==> src/rtl/ibex_pkg.sv <==
// Shared types and constants for the load/store unit: FSM states, data
// type encodings, byte-enable base patterns and small lane helpers.
package ibex_pkg;

    typedef enum logic [2:0] {
        IDLE,
        WAIT_GNT_MIS,
        WAIT_RVALID_MIS,
        WAIT_GNT,
        WAIT_RVALID
    } lsu_state_e;

    // Data type encoding on lsu_type; 2'b11 is handled as a word.
    localparam logic [1:0] DT_WORD = 2'b00;
    localparam logic [1:0] DT_HALF = 2'b01;
    localparam logic [1:0] DT_BYTE = 2'b10;

    // Byte-enable patterns before shifting by the byte offset.
    localparam logic [3:0] BE_WORD = 4'b1111;
    localparam logic [3:0] BE_HALF = 4'b0011;
    localparam logic [3:0] BE_BYTE = 4'b0001;

    // An access is split when it crosses a word boundary.
    function automatic logic is_split(input logic [1:0] dtype, input logic [1:0] off);
        case (dtype)
            DT_HALF: return off == 2'd3;
            DT_BYTE: return 1'b0;
            default: return off != 2'd0;
        endcase
    endfunction

    // Byte enables of the first (or only) bus transaction.
    function automatic logic [3:0] be_first(input logic [1:0] dtype, input logic [1:0] off);
        case (dtype)
            DT_HALF: return BE_HALF << off;
            DT_BYTE: return BE_BYTE << off;
            default: return BE_WORD << off;
        endcase
    endfunction

    // Byte enables of the second transaction of a split access; only a
    // half at offset 3 splits among halves, so its tail is always byte 0.
    function automatic logic [3:0] be_second(input logic [1:0] dtype, input logic [1:0] off);
        case (dtype)
            DT_HALF: return BE_BYTE;
            default: return ~(BE_WORD << off);
        endcase
    endfunction

    // Store data rotated left by whole bytes so each byte lands on its lane.
    function automatic logic [31:0] rotate_wdata(input logic [31:0] wdata, input logic [1:0] off);
        logic [63:0] twice;
        twice = {wdata, wdata} << {off, 3'b000};
        return twice[63:32];
    endfunction

endpackage

==> src/rtl/ibex_lsu_rdata_align.sv <==
// Load data alignment: shifts the returned word(s) down by the byte offset,
// joins the two halves of a split access, then extracts and extends the size.
module ibex_lsu_rdata_align
    import ibex_pkg::*;
(
    input  logic [31:0] rdata,
    input  logic [31:0] rdata_q,
    input  logic [1:0]  off,
    input  logic [1:0]  dtype,
    input  logic        sext,
    input  logic        split,
    output logic [31:0] result
);

    logic [63:0] joined;
    logic [63:0] shifted;

    // Shift the (possibly two-word) response down and extend to 32 bits.
    always_comb begin
        joined  = split ? {rdata, rdata_q} : {32'h0, rdata};
        shifted = joined >> {off, 3'b000};
        case (dtype)
            DT_HALF: result = {{16{sext & shifted[15]}}, shifted[15:0]};
            DT_BYTE: result = {{24{sext & shifted[7]}}, shifted[7:0]};
            default: result = shifted[31:0];
        endcase
    end

endmodule

==> src/rtl/ibex_load_store_unit.sv <==
// Load/store unit: turns the ID/EX request into one or two data-bus
// transactions and reports the result back to the ID stage.
// Optional build macro IBEX_LSU_MISALIGNED_TRAP_EN: word-crossing accesses
// never reach the bus and instead complete next cycle with an error.
// Handshake: data_req_o holds address, byte enables, write data and write
// enable stable until the cycle data_gnt_i is high; the single outstanding
// transaction ends with data_rvalid_i, which qualifies data_err_i/rdata.
module ibex_load_store_unit
    import ibex_pkg::*;
(
    input  logic        clk_i,
    input  logic        rst_ni,
    input  logic        lsu_req_i,
    input  logic        lsu_we_i,
    input  logic [1:0]  lsu_type_i,
    input  logic        lsu_sign_ext_i,
    input  logic [31:0] lsu_wdata_i,
    input  logic [31:0] adder_result_ex_i,
    output logic        data_req_o,
    input  logic        data_gnt_i,
    input  logic        data_rvalid_i,
    input  logic        data_err_i,
    output logic [31:0] data_addr_o,
    output logic        data_we_o,
    output logic [3:0]  data_be_o,
    output logic [31:0] data_wdata_o,
    input  logic [31:0] data_rdata_i,
    output logic [31:0] lsu_rdata_o,
    output logic        lsu_rdata_valid_o,
    output logic        lsu_resp_valid_o,
    output logic        lsu_addr_incr_req_o,
    output logic [31:0] lsu_addr_last_o,
    output logic        lsu_load_err_o,
    output logic        lsu_store_err_o,
    output logic        busy_o
);

    lsu_state_e  state_q;
    logic [31:0] addr_q;
    logic [31:0] rdata_q;
    logic [31:0] addr_last_q;
    logic [1:0]  off_q;
    logic [1:0]  type_q;
    logic        we_q;
    logic        sext_q;
    logic        err_q;
    logic        second_q;
    logic        trap_q;

    logic [1:0]  off_in;
    logic        split_in;
    logic        idle_issue;
    logic [31:0] addr_next_word;
    logic        final_rsp;
    logic        err_total;
    logic        second_fault;
    logic [31:0] aligned_rdata;

    assign off_in         = adder_result_ex_i[1:0];
    assign split_in       = is_split(lsu_type_i, off_in);
    assign addr_next_word = {addr_q[31:2] + 30'd1, 2'b00};

`ifdef IBEX_LSU_MISALIGNED_TRAP_EN
    assign idle_issue = lsu_req_i & ~split_in;
`else
    assign idle_issue = lsu_req_i;
    assign trap_q     = 1'b0;
`endif

    assign final_rsp    = (state_q == WAIT_RVALID) & (data_rvalid_i | trap_q);
    assign err_total    = err_q | trap_q | data_err_i;
    assign second_fault = final_rsp & second_q & data_err_i & ~err_q;

    // Bus request side: IDLE forwards the incoming request, WAIT_GNT* replay the captured one.
    always_comb begin
        data_req_o   = 1'b0;
        data_addr_o  = 32'h0;
        data_be_o    = 4'b0000;
        data_wdata_o = 32'h0;
        data_we_o    = 1'b0;
        case (state_q)
            IDLE: begin
                if (idle_issue) begin
                    data_req_o   = 1'b1;
                    data_addr_o  = {adder_result_ex_i[31:2], 2'b00};
                    data_be_o    = be_first(lsu_type_i, off_in);
                    data_wdata_o = rotate_wdata(lsu_wdata_i, off_in);
                    data_we_o    = lsu_we_i;
                end
            end
            WAIT_GNT_MIS: begin
                data_req_o   = 1'b1;
                data_addr_o  = {addr_q[31:2], 2'b00};
                data_be_o    = be_first(type_q, off_q);
                data_wdata_o = rotate_wdata(lsu_wdata_i, off_q);
                data_we_o    = we_q;
            end
            WAIT_GNT: begin
                data_req_o   = 1'b1;
                data_addr_o  = second_q ? addr_next_word : {addr_q[31:2], 2'b00};
                data_be_o    = second_q ? be_second(type_q, off_q) : be_first(type_q, off_q);
                data_wdata_o = rotate_wdata(lsu_wdata_i, off_q);
                data_we_o    = we_q;
            end
            default: ;
        endcase
    end

    // Access sequencing and capture of request attributes, first-part data and errors.
    always_ff @(posedge clk_i or negedge rst_ni) begin
        if (!rst_ni) begin
            state_q     <= IDLE;
            addr_q      <= 32'h0;
            rdata_q     <= 32'h0;
            addr_last_q <= 32'h0;
            off_q       <= 2'b00;
            type_q      <= 2'b00;
            we_q        <= 1'b0;
            sext_q      <= 1'b0;
            err_q       <= 1'b0;
            second_q    <= 1'b0;
`ifdef IBEX_LSU_MISALIGNED_TRAP_EN
            trap_q      <= 1'b0;
`endif
        end else begin
            case (state_q)
                IDLE: begin
                    if (lsu_req_i) begin
                        addr_q      <= adder_result_ex_i;
                        addr_last_q <= adder_result_ex_i;
                        off_q       <= off_in;
                        type_q      <= lsu_type_i;
                        we_q        <= lsu_we_i;
                        sext_q      <= lsu_sign_ext_i;
                        err_q       <= 1'b0;
                        second_q    <= 1'b0;
`ifdef IBEX_LSU_MISALIGNED_TRAP_EN
                        trap_q      <= split_in;
                        if (split_in)        state_q <= WAIT_RVALID;
                        else if (data_gnt_i) state_q <= WAIT_RVALID;
                        else                 state_q <= WAIT_GNT;
`else
                        if (split_in) state_q <= data_gnt_i ? WAIT_RVALID_MIS : WAIT_GNT_MIS;
                        else          state_q <= data_gnt_i ? WAIT_RVALID : WAIT_GNT;
`endif
                    end
                end
`ifdef IBEX_LSU_MISALIGNED_TRAP_EN
                // Split accesses trap instead of using the two-part states.
`else
                WAIT_GNT_MIS: begin
                    if (data_gnt_i) state_q <= WAIT_RVALID_MIS;
                end
                WAIT_RVALID_MIS: begin
                    if (data_rvalid_i) begin
                        rdata_q  <= data_rdata_i;
                        err_q    <= data_err_i;
                        second_q <= 1'b1;
                        state_q  <= WAIT_GNT;
                    end
                end
`endif
                WAIT_GNT: begin
                    if (data_gnt_i) state_q <= WAIT_RVALID;
                end
                WAIT_RVALID: begin
                    if (final_rsp) begin
                        state_q <= IDLE;
                        if (second_fault) addr_last_q <= addr_next_word;
`ifdef IBEX_LSU_MISALIGNED_TRAP_EN
                        trap_q  <= 1'b0;
`endif
                    end
                end
                default: state_q <= IDLE;
            endcase
        end
    end

    ibex_lsu_rdata_align u_rdata_align (
        .rdata   (data_rdata_i),
        .rdata_q (rdata_q),
        .off     (off_q),
        .dtype   (type_q),
        .sext    (sext_q),
        .split   (second_q),
        .result  (aligned_rdata)
    );

    assign lsu_resp_valid_o    = final_rsp;
    assign lsu_rdata_valid_o   = final_rsp & ~we_q & ~err_total;
    assign lsu_rdata_o         = lsu_rdata_valid_o ? aligned_rdata : 32'h0;
    assign lsu_load_err_o      = final_rsp & err_total & ~we_q;
    assign lsu_store_err_o     = final_rsp & err_total & we_q;
    assign lsu_addr_incr_req_o = (state_q == WAIT_RVALID_MIS) & data_rvalid_i;
    assign lsu_addr_last_o     = second_fault ? addr_next_word : addr_last_q;
    assign busy_o              = state_q != IDLE;

endmodule

==> config.mk <==
export PLATFORM = sky130hd
export DESIGN_NAME = ibex_load_store_unit
export DESIGN_NICKNAME = d
export VERILOG_FILES = /design/src/rtl/ibex_pkg.sv /design/src/rtl/ibex_lsu_rdata_align.sv /design/src/rtl/ibex_load_store_unit.sv
export SDC_FILE = /design/constraint.sdc
export NUM_CORES = 1
export LEC_CHECK = 0
export BUFFER_PORTS_ARGS = -buffer_cell sky130_fd_sc_hd__buf_2
export CAP_MARGIN = 15
export CORE_UTILIZATION = 54
export CTS_BUF_LIST = sky130_fd_sc_hd__clkbuf_16
export CTS_CLUSTER_DIAMETER = 150
export DETAILED_ROUTE_END_ITERATION = 10
export HOLD_SLACK_MARGIN = 0.08
export PLACE_DENSITY = 0.84
export SLEW_MARGIN = 0
export SYNTH_ARGS = -nofsm -noshare
export SYNTH_HDL_FRONTEND = slang
export SYNTH_SLANG_ARGS = --single-unit
==> constraint.sdc <==
create_clock -name clk_i -period 2.7 [get_ports clk_i]
set_clock_uncertainty 0.2 [all_clocks]
set_input_delay 0.27 -clock clk_i [delete_from_list [all_inputs] [get_ports clk_i]]
set_output_delay 0.27 -clock clk_i [all_outputs]
set_load 0.02 [all_outputs]
**Word level (Yosys, flattened, before mapping)**

Cells that the tools add are included.

- Register bits: 107
- Bits of input ports: 106
- Word-level logic and storage cells: 99
- Output and inout port bits: 140

- Mux-type cells: 37
- Bitwise logic cells: 17
- $add $sub $neg: 1
- Eq/ne operators: 14
- Shifts and indexed selects: 9
- Reduce and logical (&&, ||, !) cells: 11

Operators by type and width:

| kind | count |
|---|---|
| two-way mux 32 bit | 7 |
| one-hot mux 32 bit (2 select lines) | 3 |
| left shift 64 x 5 -> 64 bit | 2 |
| one-hot mux 32 bit (3 select lines) | 1 |
| two-way mux 64 bit | 1 |
| right shift 64 x 5 -> 32 bit | 1 |
| adder 30 x 1 -> 30 bit, second input constant | 1 |
| two-way mux 3 bit | 7 |
| one-hot mux 4 bit (2 select lines) | 2 |
| one-hot mux 3 bit (5 select lines) | 1 |
| AND 1 bit | 12 |
| two-way mux 4 bit | 3 |
| one-hot mux 4 bit (3 select lines) | 1 |
| inequality test 2 bit, second input constant | 5 |
| one-hot mux 1 bit (2 select lines) | 5 |
| left shift 1 x 2 -> 4 bit, first input constant | 2 |
| left shift 2 x 2 -> 4 bit, first input constant | 2 |
| left shift 4 x 2 -> 4 bit, first input constant | 2 |
| == test 2 bit, second input constant | 3 |
| == test 3 x 2 -> 1 bit, second input constant | 2 |
| AND reduction 3 bit | 2 |
| nonzero test 2 bit | 3 |
| two-way mux 1 bit | 5 |
| AND reduction 5 bit | 1 |
| other kinds (11) | 15 |

**Logic depth before layout (Yosys ltp)**

- Depth in word-level cells: 8
- Mapped depth: 9

**By module**

A second synthesis with hierarchy kept.

- Cells, all modules: 1182
- Area total of the unflattened synthesis: 9765.6 µm²

Modules (own cells, without submodules):

| module | cells an instance | area each (µm²) | times used |
|---|---|---|---|
| ibex_load_store_unit | 1001 | 7942.6 | 1 |
| ibex_lsu_rdata_align | 181 | 1823.0 | 1 |

**Worst setup path after synthesis**

No wires, ideal clock.

- Path kind: register to output
- From: register state_q[0]
- To: output data_be_o[1]
- Cell stages (with the launch flop): 6
- Data arrival time: 2.243 ns
- Buffers on the path: 2
- Setup slack: -0.013 ns
- Path through: dfrtp_1 > buf_2 > or3_4 > or2_2 > buf_2 > o311ai_0

- Cells in the longest elaborated chain, start to end: 2
- Elaborated cells between the ends (all ways): 4

RTL lines:

| element | line | RTL |
|---|---|---|
| from (decl) | ibex_load_store_unit.sv:38 | `lsu_state_e state_q;` |
| from (signal assigned) | ibex_load_store_unit.sv:143 | `if (split_in) state_q <= data_gnt_i ? WAIT_RVALID_MIS : WAIT_GNT_MIS;` |
| from (signal assigned) | ibex_load_store_unit.sv:144 | `else state_q <= data_gnt_i ? WAIT_RVALID : WAIT_GNT;` |
| == test 3 x 2 -> 1 bit, or another cell as far along | ibex_load_store_unit.sv:81 | `case (state_q)` |
| one-hot mux 4 bit (3 select lines) (*) | ibex_load_store_unit.sv:81 |  |
| to (decl) | ibex_load_store_unit.sv:25 | `output logic [3:0] data_be_o,` |

Mark *: on every way between the ends. The rest lies on a longest branch, timed or not.

**Final worst setup path**

- From: register second_q
- To: output lsu_rdata_o[27]

- Cells in the longest elaborated chain, start to end: 5
- Elaborated cells between the ends (all ways): 6

RTL lines:

| element | line | RTL |
|---|---|---|
| from (decl) | ibex_load_store_unit.sv:47 | `logic second_q;` |
| from (signal assigned) | ibex_load_store_unit.sv:121 | `second_q <= 1'b0;` |
| from (signal assigned) | ibex_load_store_unit.sv:136 | `second_q <= 1'b0;` |
| from (signal assigned) | ibex_load_store_unit.sv:158 | `second_q <= 1'b1;` |
| two-way mux 64 bit (*) | ibex_lsu_rdata_align.sv:20 | `joined = split ? {rdata, rdata_q} : {32'h0, rdata};` |
| right shift 64 x 5 -> 32 bit (*) | ibex_lsu_rdata_align.sv:21 | `shifted = joined >> {off, 3'b000};` |
| AND 1 bit, on equally long branches | ibex_lsu_rdata_align.sv:24, ibex_lsu_rdata_align.sv:23 |  |
| one-hot mux 32 bit (2 select lines) (*) | ibex_lsu_rdata_align.sv:22 | `case (dtype)` |
| two-way mux 32 bit (*) | ibex_load_store_unit.sv:192 | `assign lsu_rdata_o = lsu_rdata_valid_o ? aligned_rdata : 32'h0;` |
| to (decl) | ibex_load_store_unit.sv:28 | `output logic [31:0] lsu_rdata_o,` |

Marked as above.

==> impl_metrics.yaml <==
power:
  p_leak_nw: 5.62
  pwr_density_cell_nw_per_um2: 1130
  finalPower_w: 0.0141
  ir_worst_vdd_uv: 775
drt:
  drtAntennaViolNets: 0
  vias: 10483
  wl_um: 32600
  drc_errors: 0
  routed_via_density: 6.18
  firstDrtPassIters: 9
  post_drt_wl_per_cell_um: 19.2
  drt-initial-drc-count: 1106
worst_setup_path:
  critPathLaunchType: "flip-flop"
  r2r_start: "second_q$_DFFE_PN0P_"
  cp_slowest_stage_delay_ns: 0.51
  slowest_stage: "dfrtp_2"
  worst_r2r_endpoint: "addr_last_q[28]$_DFFE_PN0P_"
  rrSetupSlack_ns: 0.17
  arrival_ns: 2.42
  cp_cell_sequence: "mux2_4 > a22oi_2 > a21oi_2 > a311oi_4 > buf_6 > nor3_2 > buf_4"
  required_ns: 2.23
  crit_type: "reg -> out"
  crit_path_end_kind: "primary output"
  crit_fanout: 9
  reg2reg_depth: 9
synth:
  ys.flop_type: "dfrtp_1"
  netlist_top_cells_count: "230 x nand2_1, 108 x o21ai_0, 105 x dfrtp_1"
  synth.avg_cell_area_um2: 7.79
  yosys_warnings: 0
  yosysMostFrequentCell: "nand2_1"
  synth_seq_cells: 105
  synth.largest_area_cell: "dfrtp_1"
  synth_top_area_frac: 0.288
  ys_types: 59
  ys_async_sr_fraction: 1.00
  syn_area_um2: 9120
  synth_edf_count: 0
  synth_area_leaders: "dfrtp_1 29%, nand2_1 9.5%, mux2_2 8.4%"
  ys_seq_area_frac: 0.288
  synthesis.instances: 1171
sta:
  max_clock_freq_ghz: 0.346
  rsz0062_at_grt: "true"
  period_needed_ns: 2.89
  worst_pin_slew_ns: 0.834
  slew_headroom: 0.442
  finalMaxSlewViolations: 0
  period_share: 1.07
  fin_ws_ns: -0.191
  hold_viol_final: 0
  setup_viol: 30
cells_and_area:
  syn_to_final_growth_pct: 37.0
  nets: 1583
  drive_gt1_frac: 0.354
  n_antenna_cell: 0
  fill_cells: 1116
  utilization: 0.756
placed_design:
  hpwl_um: 19900
  place.gp.congestion: 0.956
  io_buffers: 243
clocking:
  path_clk_slew_ns: 0.08
  ctsHtreeMaxLevel: 3
  cts_buffers: 9
  clock_path_buffers: 2
  cts.sinks: 105
  cts_tree: "done"
  cts.root.buffer_cell: "clkbuf_16"
  clkLatencyLatePin_ns: 0.36
grt:
  grt_start_max_net_pins: 71
  grt_pass1_wl_um: 47700
  antenna_found_initial: 0
  grt_usage: 0.337
  overflow: 0
  grt_pass1_vias: 9654
floorplan:
  dieHeight_um: 132
  start_util: 0.552
  die_w_um: 132
  io_pins: 246
  die_area_um2: 17400
  coreArea_um2: 16500
  rows: 47
outcome:
  status: "finished with violations"
  violations: "setup timing"
hold_path:
  hold_class: "in -> reg"
  min_from: "lsu_req_i"
  holdPathEnd: "addr_last_q[5]$_DFFE_PN0P_"
  whs_path_depth: 4
flow_run:
  maxCapViolCount: 0
through the flow:
step                      hold WS, ns  cells  setup WS, ns  TNS [ns]  instance area [µm²]
after floorplan                -0.226   1172        0.0650         0                 9120
after global placement          0.132   1571         0.220         0                10600
after detailed placement        0.130   1571         0.188         0                10600
after CTS                       0.177   1670       -0.0673    -0.558                11900
after global routing            0.186   1696        -0.215     -6.72                12500
final                           0.188   1696        -0.191     -3.26                12500
worst max-delay path, delay by kind of cell (launching register included):
kind | cells | cell delay (ns)
flip-flops | 1 | 0.51
multiplexers | 1 | 0.36
AND/OR/NAND/NOR | 1 | 0.07
buffers and inverters | 2 | 0.41
AO/OA/AOI/OAI | 3 | 0.69
power breakdown:
group          switching, W  internal [W]  leakage [nW]
Clock              0.000673      0.000637         0.129
Sequential         0.000785       0.00237          1.24
Combinational       0.00575       0.00390          4.25
repair_timing:
action                                 4_1_cts  5_1_grt
setup endpoints to repair                  100       76
hold buffers                                69        0
cloned                                       1        2
endpoints found under the hold margin      137        0
gates resized for setup                     79       98
pin swaps                                   21       10
buffers inserted                            13       24
kinds of logic after synthesis:
| group | synth area share |
|---|---|
| other | 0.000411 |
| XOR/XNOR | 0.0490 |
| AO/OA/AOI/OAI | 0.193 |
| buffers and inverters | 0.0583 |
| AND/OR/NAND/NOR | 0.220 |
| multiplexers | 0.183 |
| flip-flops | 0.288 |
| adder cells (fa/ha/maj) | 0.00823 |
placed cells by master (no fill, tap or decap), types with 14 or more instances in the layout:
cell type        n
a211oi_1        15
a21oi_1         51
a31oi_1         14
buf_2          199
buf_4          104
dfrtp_1         85
dfrtp_2         19
dlygate4sd3_1   69
inv_1           16
mux2_2          67
mux2i_1         64
nand2_1        229
nand3_1         16
nand4_1         14
nor2_1          90
nor3_2          16
o211ai_1        15
o21ai_0         89
o21ai_1         21
o22ai_1         34
xnor2_1         21
xor2_1          30
sequential cells by signal, indices dropped and copies added, names as in the netlist:
register / cells
sext_q: 1
type_q: 2
we_q: 1
second_q: 1
addr_last_q: 32
err_q: 1
state_q: 3
addr_q: 32
rdata_q: 32
metal layers:
metal  up-vias  global-route usage  share of wire
met4         0               0.167          0.048
met1      4915               0.412           0.38
met5         -                   0              0
met2       699               0.566           0.48
li1       4732                   -              -
met3       137              0.0677          0.088
worst max path at each step:
stage                                 from                  end  slack, ns  cells past startpoint
floorplan           state_q[0]$_DFFE_PN0P_         data_be_o[3]       0.07                      6
global placement     addr_q[2]$_DFFE_PN0P_  lsu_addr_last_o[22]       0.22                      7
detailed placement    second_q$_DFFE_PN0P_      lsu_rdata_o[16]       0.19                      8
CTS                   second_q$_DFFE_PN0P_      lsu_rdata_o[16]      -0.07                      7
global route          second_q$_DFFE_PN0P_      lsu_rdata_o[27]      -0.22                      7
finish                second_q$_DFFE_PN0P_      lsu_rdata_o[27]      -0.19                      7
layout make-up:
type / instances / area [µm²] / share of cell area
inverters: 15 / 56.3 / 0.00451
repair buffers: 396 / 2860 / 0.229
flip-flops and latches: 105 / 2660 / 0.213
clock inverters: 7 / 56.3 / 0.00451
multi-input cells: 944 / 6360 / 0.509
clock buffers: 9 / 225 / 0.0180
well taps: 220 / 275 / 0.0220
No activity file was read; power rests on OpenSTA's default activity.
